**config.mk**
```make
export PLATFORM = sky130hd
export DESIGN_NAME = serial_frame_tx
export DESIGN_NICKNAME = d
export VERILOG_FILES = /design/src/rtl/serial_frame_tx.sv
export SDC_FILE = /design/constraint.sdc
export NUM_CORES = 1
export LEC_CHECK = 0
export ABC_AREA = 1
export CORE_MARGIN = 8
export CORE_UTILIZATION = 40
export CTS_CLUSTER_SIZE = 24
export DETAILED_ROUTE_END_ITERATION = 12
export GPL_TIMING_DRIVEN = 0
export PLACE_DENSITY = 0.59
export SKIP_CTS_REPAIR_TIMING = 1
export SYNTH_ARGS = -nofsm -noshare
export SYNTH_HDL_FRONTEND = slang
export SYNTH_SLANG_ARGS = --single-unit
```
**constraint.sdc**
```tcl
create_clock -name clk -period 2.4 [get_ports clk]
set_input_delay 0.48 -clock clk [delete_from_list [all_inputs] [get_ports clk]]
set_output_delay 0.48 -clock clk [all_outputs]
set_load 0.02 [all_outputs]
```
**src/rtl/serial_frame_tx.sv**
```systemverilog
// serial_frame_tx: parallel-to-serial word transmitter with one-deep hold buffer.
// Words leave MSB first on a registered output J, followed by GAP idle-zero bits.
// A word arriving while the shifter is busy waits in the hold register; din_ready
// is the registered "hold empty" flag, so the source stalls only when both are full.
module serial_frame_tx #(
  parameter int WIDTH = 8,
  parameter int GAP   = 2
) (
  input  logic             clk,
  input  logic             rst,
  input  logic [WIDTH-1:0] din,
  input  logic             din_valid,
  output logic             din_ready,
  output logic             J,
  output logic             busy,
  output logic             word_done
);

  localparam int CW = (WIDTH > 2) ? $clog2(WIDTH) : 1;

  typedef enum logic [1:0] {
    ST_IDLE  = 2'd0,
    ST_SHIFT = 2'd1,
    ST_GAP   = 2'd2
  } state_t;

  state_t           state, state_n;
  logic [WIDTH-1:0] sh, sh_n;        // bits still to send, left-aligned
  logic [WIDTH-1:0] hold, hold_n;
  logic             hold_full, hf_n;
  logic [CW-1:0]    bit_cnt, bc_n;   // index of the bit currently on J
  logic [3:0]       gap_cnt, gc_n;
  logic             j_n, wd_n;

  logic             hs;
  logic             last_bit;
  logic             last_gap;
  logic             end_frame;
  logic             do_load;
  logic [WIDTH-1:0] ld_word;

  assign hs       = din_valid && din_ready;
  assign last_bit = (state == ST_SHIFT) && (bit_cnt == CW'(WIDTH-1));
  assign last_gap = (state == ST_GAP) && (gap_cnt == 4'(GAP-1));

  // Next-state and next-output decode; J is the registered copy of the bit being sent.
  always_comb begin
    state_n   = state;
    sh_n      = sh;
    hold_n    = hold;
    hf_n      = hold_full;
    bc_n      = bit_cnt;
    gc_n      = gap_cnt;
    j_n       = 1'b0;
    wd_n      = 1'b0;
    end_frame = 1'b0;
    do_load   = 1'b0;
    ld_word   = din;

    case (state)
      ST_IDLE: begin
        // hold is always empty here, so an accepted word goes straight to the shifter
        if (hs) do_load = 1'b1;
      end
      ST_SHIFT: begin
        if (!last_bit) begin
          j_n  = sh[WIDTH-1];
          sh_n = {sh[WIDTH-2:0], 1'b0};
          bc_n = bit_cnt + CW'(1);
          wd_n = (bit_cnt == CW'(WIDTH-2));
        end else if (GAP > 0) begin
          state_n = ST_GAP;
          gc_n    = '0;
        end else begin
          end_frame = 1'b1;
        end
      end
      ST_GAP: begin
        if (!last_gap) gc_n = gap_cnt + 4'd1;
        else           end_frame = 1'b1;
      end
      default: state_n = ST_IDLE;
    endcase

    // Mid-frame arrivals park in the hold register.
    if (hs && (state != ST_IDLE) && !end_frame) begin
      hold_n = din;
      hf_n   = 1'b1;
    end

    // Frame boundary: take the parked word first; a word arriving exactly on the
    // boundary with an empty hold goes straight to the shifter instead of being
    // parked, which would otherwise strand it in IDLE.
    if (end_frame) begin
      if (hold_full) begin
        do_load = 1'b1;
        ld_word = hold;
        hf_n    = 1'b0;
      end else if (hs) begin
        do_load = 1'b1;
      end else begin
        state_n = ST_IDLE;
      end
    end

    if (do_load) begin
      state_n = ST_SHIFT;
      j_n     = ld_word[WIDTH-1];
      sh_n    = {ld_word[WIDTH-2:0], 1'b0};
      bc_n    = '0;
      wd_n    = 1'b0;
    end
  end

  // State and output registers with synchronous active-low reset.
  always_ff @(posedge clk) begin
    if (!rst) begin
      state     <= ST_IDLE;
      sh        <= '0;
      hold      <= '0;
      hold_full <= 1'b0;
      bit_cnt   <= '0;
      gap_cnt   <= '0;
      J         <= 1'b0;
      busy      <= 1'b0;
      word_done <= 1'b0;
      din_ready <= 1'b1;
    end else begin
      state     <= state_n;
      sh        <= sh_n;
      hold      <= hold_n;
      hold_full <= hf_n;
      bit_cnt   <= bc_n;
      gap_cnt   <= gc_n;
      J         <= j_n;
      busy      <= (state_n != ST_IDLE);
      word_done <= wd_n;
      din_ready <= !hf_n;
    end
  end

  // The hold buffer can never be occupied while the shifter is idle.
  always_ff @(posedge clk) begin
    if (rst) assert (!(state == ST_IDLE && hold_full));
  end

endmodule

```
==> metrics.yaml, run 1 <==
grtUsageTotal: 0.118
power.density_mw_per_mm2: 632
gr-usage-met1: 0.142
coreArea_mm2: 0.00372
drt_first_pass_iters: 4
yosys.area.top_type: "dfxtp_1"
synth-seq-cells: 29
ys_seq_area_frac: 0.369
grt_overflow: 0
synth_edf_count: 0
io_buffers: 13
cp.arrival_ps: 1280
drv_slew: 0
yosysWarnings: 0
start_kind: "register"
place_inst: 292
critPathBufInv: 1
drt_iter0_drc: 50
r2r-start: "gap_cnt[0]"
avgRoutedWirePerCell_um: 10.9
path_max_fanout: 3
outcome: "completed"
slowest_delay_ps: 620
avgSynthCellArea_um2: 6.80
rows: 22
dp_hpwl_um: 2390
antenna_found_initial: 0
hold_violations: 0
clkSlewWorstSetupHoldPaths_ps: 60
grt_pass1_wl_um: 5690
syn_nets: 247
place_ws_ps: 580
slew_headroom: 0.712
switching_share: 0.275
slowest_stage: "clkdlybuf4s50_1"
synth_top_cells_by_count: "80 x nand2_1, 29 x dfxtp_1, 27 x nor2_1, 23 x inv_1, 13 x o21ai_0"
die-area_mm2: 0.00619
synthesis.area_mm2: 0.00157
vias_per_cell: 4.66
switchingPower_uw: 324
report.final.setup_viol: 0
ant_nets: 0
synth-xor-area-share: 0
use_met2: 0.180
fin_crit_sh: 0.733
synth_top_area_share: 0.369
yosys.area_share.simple: 0.381
synth_top_family_by_area: "simple AND/OR/NAND/NOR gates"
fin_worst_skew_ps: 6.15
synth.distinct_cells: 29
cts.sinks: 29
syn_inst: 231
boundaryPins: 15
clk_latency_ps: 290
dieHeight_um: 78.7
finalCriticalPeriod_ps: 1760
start_util: 0.423
hp-start: "sh[7]"
worstMarginPinSlew_ps: 433
hold_class: "reg2reg"
die_w_um: 78.7
use_met3: 0.0376
synthMuxAreaShare: 0
ir_drop_mv: 0.378
ys_top_cells_by_area: "dfxtp_1 37%, nand2_1 19%, nor2_1 6.4%"
ys.flop_type: "dfxtp_1"
drc: 0
pwr-share-clk: 0.386
area_growth_pct: 18.6
p_int_uw: 854
yosysMostFrequentCell: "nand2_1"
worstPathRequired_ps: 1920
fin_setup_tns_ps: 0
drive_gt1_frac: 0.135
place_congestion: 0.751
async_reset_ff_frac: 0
htreeDepth: 2
fin_ws_ps: 641
fmax_mhz: 569
finalPower_mw: 1.18
cts_tree: "built"
synth_compound_area_frac: 0.109
antenna_cells: 0
grt_setup_unrepaired: "false"
power_frac_seq: 0.450
grt_pass1_vias: 1286
num_vias: 1399
busiest_layer: "met2"
comb_power_share: 0.164
nNetsFinal: 267
cts-root-buf: "clkbuf_8"
grt_max_degree: 11
maxCapViolCount: 0
fin_hold_ws_ps: 470
synthAdderAreaFrac: 0.0398
endpoint_kind: "primary output"
wl_um: 3270
startpoint: "din_ready"
cts_buffers: 5
cp_cell_sequence: "clkdlybuf4s50_1"
critical_path.top_delay_family: "buffers and inverters"
clock_path_buffers: 2
power_leakage_nw: 0.902
final-instance-count-excl-fill: 300
critPathKind: "reg2out"
==> per-stage QoR <==
step | utilization | area (um2)
2_1_floorplan | - | 1570
3_3_place_gp | 0.474 | 1760
3_5_place_dp | 0.474 | 1760
4_1_cts | 0.501 | 1860
5_1_grt | 0.501 | 1860
6_report | 0.501 | 1860
==> layer usage <==
metal	vias to the layer above	part of all wire	wire, um
li1	764	-	-
met1	603	0.49	1590
met2	26	0.44	1440
met3	6	0.050	164
met4	0	0.023	75
met5	-	0	0
==> cell type report <==
class | instances | area (um2)
Tap cell | 48 | 60.1
Sequential cell | 29 | 581
Clock buffer | 7 | 96.3
Inverter | 29 | 114
Multi-Input combinational cell | 167 | 833
Fill cell | 397 | 1850
Timing Repair Buffer | 13 | 130
Buffer | 6 | 43.8
Clock inverter | 1 | 5.00
==> power by group through the flow <==
stage	clock network [mW]	logic (mW)	registers, mW
2_1_floorplan	0	0.135	0.543
6_report	0.455	0.193	0.530
5_1_grt	0.489	0.223	0.533
3_3_place_gp	0	0.194	0.541
4_1_cts	0.469	0.195	0.530
3_5_place_dp	0	0.195	0.541
==> path summary, 6_finish.rpt <==
kind	endpoint	slack [ps]	depth (start not counted)
max	din_ready	640	1
min	J	470	2
max reg2reg	hold[7]	890	8
min reg2reg	J	470	2
==> kinds of logic (layout without fill, tap and decap cells) <==
logic type / after synthesis / in the layout
buffers and inverters: 35 / 56
adder cells (fa/ha/maj): 5 / 5
AO/OA/AOI/OAI: 30 / 30
AND/OR/NAND/NOR: 132 / 132
flip-flops: 29 / 29
==> cell usage in the layout, fill, tap and decap left out, types with 2 or more instances in the layout <==
master           count
clkbuf_8             7
nand2_1             80
nor2_1              27
nand4_1              6
clkdlybuf4s50_1     13
inv_1               23
inv_4                2
a21oi_1              9
nand3_1              3
o21ai_0             13
dfxtp_1             29
nand2_2              7
inv_2                4
buf_2                2
o211ai_1             5
buf_6                2
ha_1                 5
==> state kept, by name, indices dropped and copies added, names as in the netlist <==
| register | count |
|---|---|
| state | 2 |
| sh | 7 |
| din_ready | 1 |
| gap_cnt | 4 |
| hold | 8 |
| bit_cnt | 3 |
| hold_full | 1 |
| word_done | 1 |
| J | 1 |
| busy | 1 |
Power figures use the tool's default switching activity.
==> run 2: changes to the inputs <==
clock period = 1.65 ns   (was 2.4 ns; I/O delays follow)
==> metrics.yaml, run 2 (same netlist as run 1, synthesis figures left out) <==
outcome: "completed"
slowest_delay_ps: 620  # about the same
power_leakage_nw: 0.903  # about the same
finalInstanceArea_mm2: 0.00187  # +0.27%
start_kind: "register"
r2r_slack_ps: 190  # -700 ps
n_fill_cell: 394  # -0.76%
worstMarginPinSlew_ps: 429  # -3.89 ps
drv_slew: 0  # unchanged
drc: 0  # unchanged
largest_register_ff_count: 8  # unchanged
place_congestion: 0.751  # unchanged
path_max_fanout: 3  # unchanged
io_buffers: 13  # unchanged
vias_per_cell: 4.66  # about the same
hold_violations: 0  # unchanged
whs_endpoint: "hold[0]"
endpoint_kind: "primary output"
antenna_found_initial: 0  # unchanged
dp_hpwl_um: 2390  # unchanged
cts.sinks: 29  # unchanged
drive_gt1_frac: 0.135  # unchanged
clock_path_buffers: 2  # unchanged
clk_latency_ps: 280  # about the same
critPathBufInv: 1  # unchanged
report.final.setup_viol: 0  # unchanged
fmax_mhz: 621
boundaryPins: 15  # unchanged
area_growth_pct: 18.9
hp-start: "rst"
grt_setup_unrepaired: "false"
place_area_mm2: 0.00176  # unchanged
num_vias: 1398  # -0.071%
cts-root-buf: "clkbuf_8"
finalCriticalPeriod_ps: 1610
drt_iter0_drc: 53  # +6.0%
hold_class: "in2reg"
dr_wl_met2_um: 1410  # -1.9%
cts_tree: "built"
fin_crit_sh: 0.975
grt_max_degree: 11  # unchanged
met3_length_um: 168  # +2.4%
routed.top_layer: "met4"
wl_um: 3260  # -0.40%
final-instance-count-excl-fill: 300  # unchanged
grt_pass1_vias: 1286  # unchanged
die-area_mm2: 0.00619  # unchanged
cp.arrival_ps: 1280  # about the same
met1_length_um: 1590  # -0.19%
grt_pass1_wl_um: 5690  # unchanged
r2r-end: "sh[2]"
grt_overflow: 0  # unchanged
cp_cell_sequence: "clkdlybuf4s50_1"
rows: 22  # unchanged
fin_setup_tns_ps: 0  # unchanged
nNetsFinal: 267  # unchanged
antenna_cells: 0  # unchanged
htreeDepth: 2  # unchanged
maxCapViolCount: 0  # unchanged
worstRegToRegCells: 9  # +1
holdPathStages: 3  # +1
critical_path.top_delay_family: "buffers and inverters"
clkSlewWorstSetupHoldPaths_ps: 60  # about the same
place_inst: 292  # unchanged
start_util: 0.423  # unchanged
critPathKind: "reg2out"
dieHeight_um: 78.7  # unchanged
reg_top3: "hold: 8 flops, sh: 7 flops, gap_cnt: 4 flops"
slew_headroom: 0.714  # +0.00259
place_ws_ps: -20.3  # -600 ps
regMostFlops: "hold"
coreArea_mm2: 0.00372  # unchanged
worstPathRequired_ps: 1320  # -600 ps
final_cell_mix: "80 x nand2_1, 29 x dfxtp_1, 27 x nor2_1"
ir_drop_mv: 0.550  # +46%
slowest_stage: "clkdlybuf4s50_1"
avgRoutedWirePerCell_um: 10.9  # -0.40%
die_w_um: 78.7  # unchanged
final_common_cell: "nand2_1"
ant_nets: 0  # unchanged
fin_ws_ps: 40.8  # -601 ps
grtUsageTotal: 0.118  # unchanged
power.density_mw_per_mm2: 917  # +45%
cts_buffers: 5  # unchanged
fin_worst_skew_ps: 2.79  # -3.36 ps
drt_first_pass_iters: 4  # unchanged
r2r-start: "gap_cnt[0]"
==> run 2: how the worst max path moves through the flow <==
stage                            to  slack (ps)  cells past startpoint  startpoint
after detailed placement    hold[7]         -20                      6   din_valid
after floorplan               sh[3]         340                      9  gap_cnt[0]
after global routing      din_ready           6                      1   din_ready
after CTS                 din_ready          30                      1   din_ready
after global placement        sh[2]         -40                      9   din_valid
final                     din_ready          40                      1   din_ready
==> run 2: per-stage QoR <==
step            util  power, mW  hold slack [ps]
2_1_floorplan      -      0.987              444
3_3_place_gp   0.474       1.07              464
3_5_place_dp   0.474       1.07              465
4_1_cts        0.501       1.74              382
5_1_grt        0.503       1.81              410
6_report       0.503       1.71              389
==> run 2: power by group <==
part	switching [mW]	internal [mW]
clock network	0.283	0.376
registers	0.0234	0.748
logic	0.164	0.118
==> run 2: worst reg2reg max path: cells and delay by family (launching register included) <==
kind / cells / cell delay [ps]
AND/OR/NAND/NOR: 5 / 460
flip-flops: 1 / 390
buffers and inverters: 2 / 230
adder cells (fa/ha/maj): 1 / 200
AO/OA/AOI/OAI: 1 / 80
==> run 2: routing by layer <==
layer / track usage / up-vias
met5: 0 / -
met4: 0.0704 / 0
met3: 0.0376 / 8
met2: 0.180 / 30
met1: 0.142 / 596
li1: - / 764
==> run 2: final cells by class <==
type                            count  area (um2)  share of cell area
Tap cell                           48        60.1              0.0322
Clock buffer                        7        96.3              0.0516
Inverter                           29         114              0.0610
Timing Repair Buffer               13         130              0.0697
Sequential cell                    29         581               0.311
Multi-Input combinational cell    167         838               0.449
Clock inverter                      1        5.00             0.00268
Buffer                              6        43.8              0.0234
==> run 3: changes to the inputs <==
SKIP_LAST_GASP = 1   (was default)
==> results of run 3 <==
The final DEF is identical to that of run 2; final timing and power are the same.
